### config.mk
export PLATFORM = sky130hd
export DESIGN_NAME = afifo_wr_arbiter_flat
export DESIGN_NICKNAME = d
export VERILOG_FILES = /design/src/rtl/afifo_wr_arbiter_if.sv /design/src/rtl/afifo_wr_arbiter.sv /design/src/flat_wrapper.sv
export SDC_FILE = /design/constraint.sdc
export NUM_CORES = 1
export LEC_CHECK = 0
export CAP_MARGIN = 5
export CORE_ASPECT_RATIO = 0.5
export CORE_MARGIN = 5
export CORE_UTILIZATION = 49
export CTS_CLUSTER_SIZE = 40
export DETAILED_ROUTE_END_ITERATION = 10
export PLACE_DENSITY_LB_ADDON = 0.08
export SYNTH_ARGS = -nofsm -noshare
export SYNTH_HDL_FRONTEND = slang
export SYNTH_SLANG_ARGS = --single-unit
### constraint.sdc
create_clock -name wclk -period 4.2 [get_ports wclk]
set_input_delay 1.26 -clock wclk [delete_from_list [all_inputs] [get_ports wclk]]
set_output_delay 1.26 -clock wclk [all_outputs]
set_load 0.02 [all_outputs]
### src/rtl/afifo_wr_arbiter_if.sv
// Purpose : bundles the requester-side and FIFO-side signals of the write arbiter.
// Latency : n/a (wiring only).
// Backpressure: full travels toward the arbiter; gnt/ack/winc travel away from it.
// Ports   : req/req_data/full into the arbiter; gnt/ack/winc/writeData/busy/wr_count out of it.
`timescale 1ns/1ps
interface afifo_wr_arbiter_if #(
   parameter int NREQ = 4,
   parameter int DW   = 8
);
   logic [NREQ-1:0]    req;
   logic [NREQ*DW-1:0] req_data;
   logic               full;
   logic [NREQ-1:0]    gnt;
   logic [NREQ-1:0]    ack;
   logic               winc;
   logic [DW-1:0]      writeData;
   logic               busy;
   logic [15:0]        wr_count;

   // master: the requesters plus the FIFO full flag (testbench side)
   modport master (
      output req, req_data, full,
      input  gnt, ack, winc, writeData, busy, wr_count
   );

   // slave: the arbiter itself
   modport slave (
      input  req, req_data, full,
      output gnt, ack, winc, writeData, busy, wr_count
   );
endinterface

### src/rtl/afifo_wr_arbiter.sv
// Purpose : round-robin arbiter sharing one async-FIFO write port among NREQ requesters, bursts of up to MAX_BURST words.
// Latency : grant 1 cycle after req; winc/ack/writeData combinational from the current grant.
// Backpressure: full=1 stalls the current burst indefinitely (grant held, burst count frozen).
// Ports   : wclk, wrst_n (async active-low); bus = afifo_wr_arbiter_if.slave (req, req_data, full in;
//           gnt, ack, winc, writeData, busy, wr_count out).
`timescale 1ns/1ps
module afifo_wr_arbiter #(
   parameter int NREQ      = 4,
   parameter int DW        = 8,
   parameter int MAX_BURST = 4
) (
   input  logic                   wclk,
   input  logic                   wrst_n,
   afifo_wr_arbiter_if.slave      bus
);
   localparam int IW = (NREQ > 1) ? $clog2(NREQ) : 1;

   typedef enum logic {IDLE, GRANT} state_t;

   state_t          state, state_nxt;
   logic [IW-1:0]   owner, owner_nxt;
   logic [IW-1:0]   last, last_nxt;
   logic [3:0]      burst_cnt, burst_nxt;
   logic [NREQ-1:0] gnt, gnt_nxt;
   logic [15:0]     wr_count;
   logic            w;
   logic            grant_end;
   logic [IW:0]     pick_idle;
   logic [IW:0]     pick_other;
   logic [DW-1:0]   data_sel;

   // Cyclic search starting at from+1 and wrapping through from itself.
   // Returns {found, index}; iterating from the far end lets the nearest hit win.
   function automatic logic [IW:0] rr_pick(input logic [NREQ-1:0] r, input logic [IW-1:0] from);
      logic [IW:0] res;
      int          j;
      res = '0;
      for (int k = NREQ; k >= 1; k--) begin
         j = (int'(from) + k) % NREQ;
         if (r[j[IW-1:0]]) res = {1'b1, j[IW-1:0]};
      end
      return res;
   endfunction

   always_comb begin
      data_sel = bus.req_data[DW-1:0];
      for (int i = 0; i < NREQ; i++) begin
         if (owner == IW'(i)) data_sel = bus.req_data[i*DW +: DW];
      end
   end

   always_comb begin
      w          = (state == GRANT) && bus.req[owner] && !bus.full;
      state_nxt  = state;
      owner_nxt  = owner;
      last_nxt   = last;
      burst_nxt  = burst_cnt;
      gnt_nxt    = gnt;
      pick_idle  = rr_pick(bus.req, last);
      // the current owner is masked out so a hand-off only goes to someone else
      pick_other = rr_pick(bus.req & ~(NREQ'(1) << owner), owner);
      grant_end  = !bus.req[owner] || (w && (burst_cnt == 4'(MAX_BURST - 1)));

      case (state)
         IDLE: begin
            gnt_nxt = '0;
            if (pick_idle[IW]) begin
               state_nxt = GRANT;
               owner_nxt = pick_idle[IW-1:0];
               burst_nxt = '0;
               gnt_nxt   = NREQ'(1) << pick_idle[IW-1:0];
            end
         end
         GRANT: begin
            if (w) burst_nxt = burst_cnt + 4'd1;
            if (grant_end) begin
               last_nxt  = owner;
               burst_nxt = '0;
               if (pick_other[IW]) begin
                  // direct hand-off, no idle bubble between owners
                  owner_nxt = pick_other[IW-1:0];
                  gnt_nxt   = NREQ'(1) << pick_other[IW-1:0];
               end else begin
                  // a still-requesting owner at burst limit is re-granted from IDLE
                  state_nxt = IDLE;
                  gnt_nxt   = '0;
               end
            end
         end
      endcase
   end

   always_ff @(posedge wclk or negedge wrst_n) begin
      if (!wrst_n) begin
         state     <= IDLE;
         owner     <= '0;
         last      <= IW'(NREQ - 1);   // requester 0 wins the first arbitration
         burst_cnt <= '0;
         gnt       <= '0;
      end else begin
         state     <= state_nxt;
         owner     <= owner_nxt;
         last      <= last_nxt;
         burst_cnt <= burst_nxt;
         gnt       <= gnt_nxt;
      end
   end

   always_ff @(posedge wclk or negedge wrst_n) begin
      if (!wrst_n) wr_count <= '0;
      else if (w)  wr_count <= wr_count + 16'd1;
   end

   assign bus.gnt       = gnt;
   assign bus.ack       = w ? (NREQ'(1) << owner) : '0;
   assign bus.winc      = w;
   assign bus.writeData = data_sel;
   assign bus.busy      = (state == GRANT);
   assign bus.wr_count  = wr_count;
endmodule

### src/flat_wrapper.sv
// flat-port wrapper written by rule: the top's interface ports become plain ports
module afifo_wr_arbiter_flat 
#(
   parameter int NREQ      = 4,
   parameter int DW        = 8,
   parameter int MAX_BURST = 4
)
  (wclk, wrst_n, bus_req, bus_req_data, bus_full, bus_gnt, bus_ack, bus_winc, bus_writeData, bus_busy, bus_wr_count);
  afifo_wr_arbiter_if #(.NREQ(NREQ), .DW(DW)) bus_i ();
  input  logic wclk;
  input  logic wrst_n;
  input wire logic [$bits(bus_i.req)-1:0] bus_req;
  input wire logic [$bits(bus_i.req_data)-1:0] bus_req_data;
  input wire logic [$bits(bus_i.full)-1:0] bus_full;
  output wire logic [$bits(bus_i.gnt)-1:0] bus_gnt;
  output wire logic [$bits(bus_i.ack)-1:0] bus_ack;
  output wire logic [$bits(bus_i.winc)-1:0] bus_winc;
  output wire logic [$bits(bus_i.writeData)-1:0] bus_writeData;
  output wire logic [$bits(bus_i.busy)-1:0] bus_busy;
  output wire logic [$bits(bus_i.wr_count)-1:0] bus_wr_count;
  assign bus_i.req = bus_req;
  assign bus_i.req_data = bus_req_data;
  assign bus_i.full = bus_full;
  assign bus_gnt = bus_i.gnt;
  assign bus_ack = bus_i.ack;
  assign bus_winc = bus_i.winc;
  assign bus_writeData = bus_i.writeData;
  assign bus_busy = bus_i.busy;
  assign bus_wr_count = bus_i.wr_count;
  afifo_wr_arbiter #(.NREQ(NREQ), .DW(DW), .MAX_BURST(MAX_BURST)) u_core (.wclk(wclk), .wrst_n(wrst_n), .bus(bus_i));
endmodule
# After elaboration in Yosys (flattened, before gate mapping)
# Cells that the tools add are included.
[word_totals]
register_bits = 29
latch_bits = 0
ram_bits = 0
romBits = 0
word_cells = 94
memories = 0
[op_classes]
n_addsub = 10
mul = 0
div = 0
magnitude_cmp = 9
eq_ne = 8
shifts = 3
mux = 46
n_bitwise = 3
reduce_logical = 9
[op_table]
columns = ["op", "count"]
rows = [
  ["$mux 4", 7],
  ["$lt 2x3->1 const B", 9],
  ["$mux 3", 8],
  ["$mux 8", 3],
  ["$bmux 1 s2", 9],
  ["$add 16x1->16 const B", 1],
  ["$pmux 4 s2", 2],
  ["$mux 1", 12],
  ["$shl 1x2->4 const A", 3],
  ["$add 2x1->2 const B", 4],
  ["$add 2x2->2 const B", 4],
  ["$mux 2", 3],
  ["$add 4x1->4 const B", 1],
  ["$and 4x4->4", 1],
  ["$eq 2x2->1 const B", 2],
  ["$eq 4x2->1 const B", 1],
  ["$ne 2x2->1 const B", 2],
  ["$not 4->4", 1],
  ["$pmux 2 s2", 1],
  ["$reduce_and 2->1", 2],
  ["$logic_and 1x1->1", 3],
  ["$ne 3x3->1 const B", 1],
  ["$reduce_and 3->1", 1],
  ["$eq 2x1->1 const B", 1],
  ["other kinds (5)", 6],
]

# Depth between registers and ports, before layout
[logic_depth]
ltp_word = 13
ltp_mapped = 9
depth_no_buf = 7

# Least setup slack after synthesis
# OpenSTA, ideal clock, no wires.
[synth_path]
path_kind = "input to output"
startpoint = "input bus_req[2]"
endpoint = "output bus_ack[0]"
arrival_time_ns = 2.457
t_required_ns = 2.940
setup_slack_ns = 0.483
stages = 6
n_path_buf = 2
path_cell_list = "buf_6 mux4_2 nand2_1 nor2_1 buf_2 and2_1"
[synth_between]
elab_chain_cells = 5
[synth_rtl]
columns = ["element", "line", "rtl"]
rows = [
  ["start, declared", "flat_wrapper.sv:12", "input wire logic [$bits(bus_i.req)-1:0] bus_req;"],
  ["$bmux 1 s2", "afifo_wr_arbiter.sv:53", "w = (state == GRANT) && bus.req[owner] && !bus.full;"],
  ["$mux 1 (not written as such)", "afifo_wr_arbiter.sv:53", ""],
  ["$logic_and 1x1->1 (2 in series)", "afifo_wr_arbiter.sv:53", ""],
  ["net bus_winc", "flat_wrapper.sv:17", "output wire logic [$bits(bus_i.winc)-1:0] bus_winc;"],
  ["$mux 4", "afifo_wr_arbiter.sv:115", "assign bus.ack = w ? (NREQ'(1) << owner) : '0;"],
  ["end, declared", "flat_wrapper.sv:16", "output wire logic [$bits(bus_i.ack)-1:0] bus_ack;"],
]
# The timed path passes the listed nets, and every way through them passes these cells. The select of a mux whose other input is x is not followed.

# Worst setup path in the final report
[layout_path]
startpoint = "input bus_req[0]"
endpoint = "output bus_ack[3]"
[layout_between]
elab_chain_cells = 5
[layout_rtl]
columns = ["element", "line"]
rows = [
  ["$bmux 1 s2", "afifo_wr_arbiter.sv:53"],
  ["$mux 1 (not written as such)", "afifo_wr_arbiter.sv:53"],
  ["$logic_and 1x1->1 (2 in series)", "afifo_wr_arbiter.sv:53"],
  ["$mux 4", "afifo_wr_arbiter.sv:115"],
]
# Every way passes these cells. The select of a mux whose other input is x is not followed.

==> summary.txt <==
Pwr
  • Clock network power share: 0.153
  • Switching share of power: 0.428
  • Static Leak: 1.28 nW
  • Worst-case vdd ir drop: 0.450 mV
  • Internal power: 1.09 mW
  • Power Dens Cells: 640 nW/um^2
  • Switching power total: 0.817 mW
  • Flop pwr share: 0.240
  • Logic pwr share: 0.606

Critical path
  • CP Capture Point: bus_ack[3]
  • Crit Path Class: input pin to primary output
  • Critical-path cell list: clkdlybuf4s50_1, mux4_2, nand2_2, nor2_4, and2_1, clkdlybuf4s15_1
  • Critical Path End Type: primary output
  • Critical Path Stages: 6
  • Arrival @ worst endpoint: 2890 ps
  • CP Buf/Inv Count: 2
  • R2R cell count: 7
  • RR Startpoint: u_core.owner[0]$_DFFE_PN0P_
  • Top delay family on crit path: buffers and inverters
  • Startpoint types: input pin
  • Crit path launch: bus_req[0]
  • Worst path required time: between 2000 and 3000 ps
  • Flop2flop setup slack: 1330 ps
  • Critical path fanouts, max: 5
  • Critical R2R Capture: u_core.bus.gnt[0]$_DFFE_PN0P_
  • Slowest stage delay, CP: 510 ps
  • Slowest cell on the critical path: mux4_2

Final layout
  • Ant. Diodes: 0
  • Final Util: 0.746
  • Share of cells above drive strength 1: 0.110
  • Non-Filler Instances: 363
  • P&R area growth vs syn: 43.1%
  • Final #Nets: 353

Placed design
  • Hpwl dp: 4440 um
  • Dpl cells: 355
  • Final RePlAce weighted congestion: roughly 0.96
  • IO buf count: 72

Floorplan
  • Core Rows: 16
  • Die area: 5750 um^2
  • Initial Utilization: 0.522
  • Io pins: 73
  • Core ar.: 4000 um^2
  • Die Span Y: 56.2 um
  • DIE WIDTH: 102 um

Yosys
  • EDFF count, synth: 0
  • Syn nets: 277
  • Compound-gate portion of the synthesized area: 0.161
  • Gate count of the mapped netlist: roughly 230
  • Largest family of logic cells by synthesized area: simple AND/OR/NAND/NOR gates
  • Mean post-synth cell area: around 9 um^2
  • Count leader, synth: nand2_1
  • Synth Area in Simple Gates: 0.245
  • Synth async-reset ratio: 1.00
  • Synthesized flop and latch total: 29
  • Synth cell types: 55
  • Register area share after synthesis: 0.349
  • Synth Area in XOR/XNOR: 0.0629
  • Synth top area cells: dfrtp_1 (32%), mux2i_1 (6.7%), nand2_1 (5.0%), xnor2_1 (4.2%), ha_1 (3.6%)
  • Adder-cell area share of the yosys netlist: 0.0359
  • Most frequent cells after synthesis: nand2_1 (28), dfrtp_1 (27), nor2_1 (20)
  • Multiplexer area fraction after synthesis: 0.0941
  • Share of the synthesized area in the top cell type: 0.324
  • Mapped Area: 2090 um^2
  • Synth area leader: dfrtp_1
  • Post-synth top flop: dfrtp_1
  • Synthesis Warnings: 0

GRT
  • Overall routing resource usage: 0.202
  • Vias in the first global route: ~2,000
  • Grt ovf: 0
  • Initial antenna violation count: 0
  • First-pass GRT wire length: 9260 um
  • Largest net degree at the start of global routing: 30

Clocking
  • Cts bufs inserted: 5
  • Max clock buf depth: 2
  • Root Driver: clkbuf_8
  • Clk_lat worst skew: 280 ps
  • Hold_buf cts: 0
  • H-tree depth: 2
  • CTS tree: yes
  • Clk sinks: 29
  • Clock transition at path regs: about 60 ps

Drt
  • Final WL: 5650 um
  • Post-route ant nets: 0
  • DRC errors left: 0
  • Pre-antenna DRT Iters: 4
  • Vias/cell: 5.58
  • Post-DR wirelength/cell: between 15 and 20 um
  • Starting DRT DRC Count: 90
  • Via count: ~2,000

Timing
  • Clock skew: ~6.3 ps
  • # setup viols final: 0
  • Setup TNS: 0 ps
  • Final Max Tran Viols: 0
  • Final Hold Vio Count: 0
  • RSZ-0062 raised after global routing: false
  • Max Freq: about 240 MHz
  • Actual transition at the worst max-transition pin: 637 ps
  • Slew HR: 0.575
  • Period Utilization, post-route: 0.988
  • Tmin final: between 4000 and 5000 ps

Hold path
  • Worst min path class: flop to flop

Outcome
  • Status: finished clean

Run
  • Max-cap violations: 0
[through the flow]
step                setup slack [ps]  hold WS [ps]  area (um^2)  total power, mW
floorplan                        483           460         2090             1.21
global placement                -285           463         2860             1.59
detailed placement              -324           468         2860             1.61
CTS                             13.2           480         2980             1.91
global route                    4.63           510         2990             2.05
finish                          48.4           478         2990             1.91
[sequential cells by signal (all words and copies together), names as in the netlist]
signal	cells
u_core.bus.busy	1
u_core.last	2
u_core.owner	2
u_core.bus.gnt	4
u_core.burst_cnt	4
u_core.bus.wr_count	16
[how the worst min path moves through the flow]
stage | startpoint | end | cells after the start
final | u_core.bus.wr_count[15]$_DFFE_PN0P_ | u_core.bus.wr_count[15]$_DFFE_PN0P_ | 1
after global routing | u_core.bus.wr_count[15]$_DFFE_PN0P_ | u_core.bus.wr_count[15]$_DFFE_PN0P_ | 1
after floorplan | u_core.burst_cnt[3]$_DFFE_PN0P_ | u_core.burst_cnt[3]$_DFFE_PN0P_ | 1
after CTS | u_core.bus.wr_count[15]$_DFFE_PN0P_ | u_core.bus.wr_count[15]$_DFFE_PN0P_ | 1
after detailed placement | u_core.bus.wr_count[15]$_DFFE_PN0P_ | u_core.bus.wr_count[15]$_DFFE_PN0P_ | 1
after global placement | u_core.bus.wr_count[15]$_DFFE_PN0P_ | u_core.bus.wr_count[15]$_DFFE_PN0P_ | 1
[worst register-to-register path, cell delays in order (launching register included)]
cell,delay (ps)
dfrtp_1,620
clkinv_1,190
ha_1,460
nand2b_1,290
mux4_2,520
mux2i_1,260
nor3_1,110
a221o_1,330
[layout by cell type, fill, tap and decap left out, drive strengths merged, types with 3 or more instances in the layout]
cell / instances
xor2: 5
and2: 5
a21oi: 13
nor2: 20
nor2b: 5
xnor2: 10
inv: 5
and3: 4
o221ai: 3
clkbuf: 7
o22ai: 3
nand2: 28
clkdlybuf4s50: 67
ha: 6
buf: 10
nand3: 7
clkdlybuf4s15: 3
dfrtp: 27
o21ai: 14
mux2i: 14
nand2b: 6
nand4: 7
[layer usage]
layer  routed length, um  GRT usage
met1                2360      0.246
met2                2580      0.334
met4                  58     0.0430
met5                   0          0
met3                 646     0.0851
[power by group through the flow]
stage	sequential (mW)	clock, mW	combinational, mW
6_report	0.460	0.293	1.16
5_1_grt	0.477	0.311	1.26
4_1_cts	0.459	0.299	1.16
3_5_place_dp	0.462	0	1.15
3_3_place_gp	0.458	0	1.13
2_1_floorplan	0.481	0	0.724
[cell type report]
class | count | area (um^2)
Multi-Input combinational cell | 184 | 1260
Fill cell | 299 | 1020
Timing Repair Buffer | 82 | 793
Tap cell | 54 | 67.6
Sequential cell | 29 | 728
Clock inverter | 1 | 30.0
Clock buffer | 7 | 86.3
Inverter | 6 | 22.5
[cell families after synthesis]
family / after synthesis
flops: 29
simple gates: 95
xor+xnor: 15
fa+ha+maj: 6
buf+inv: 19
compound gates: 51
mux: 17
[timing repair]
| action | in CTS | in global routing |
|---|---|---|
| resized for setup | 7 | 4 |
| buffers inserted | 0 | 0 |
| setup endpoints to repair | 5 | 4 |
| endpoints found under the hold margin | 0 | 0 |
Power figures use the tool's default switching activity.
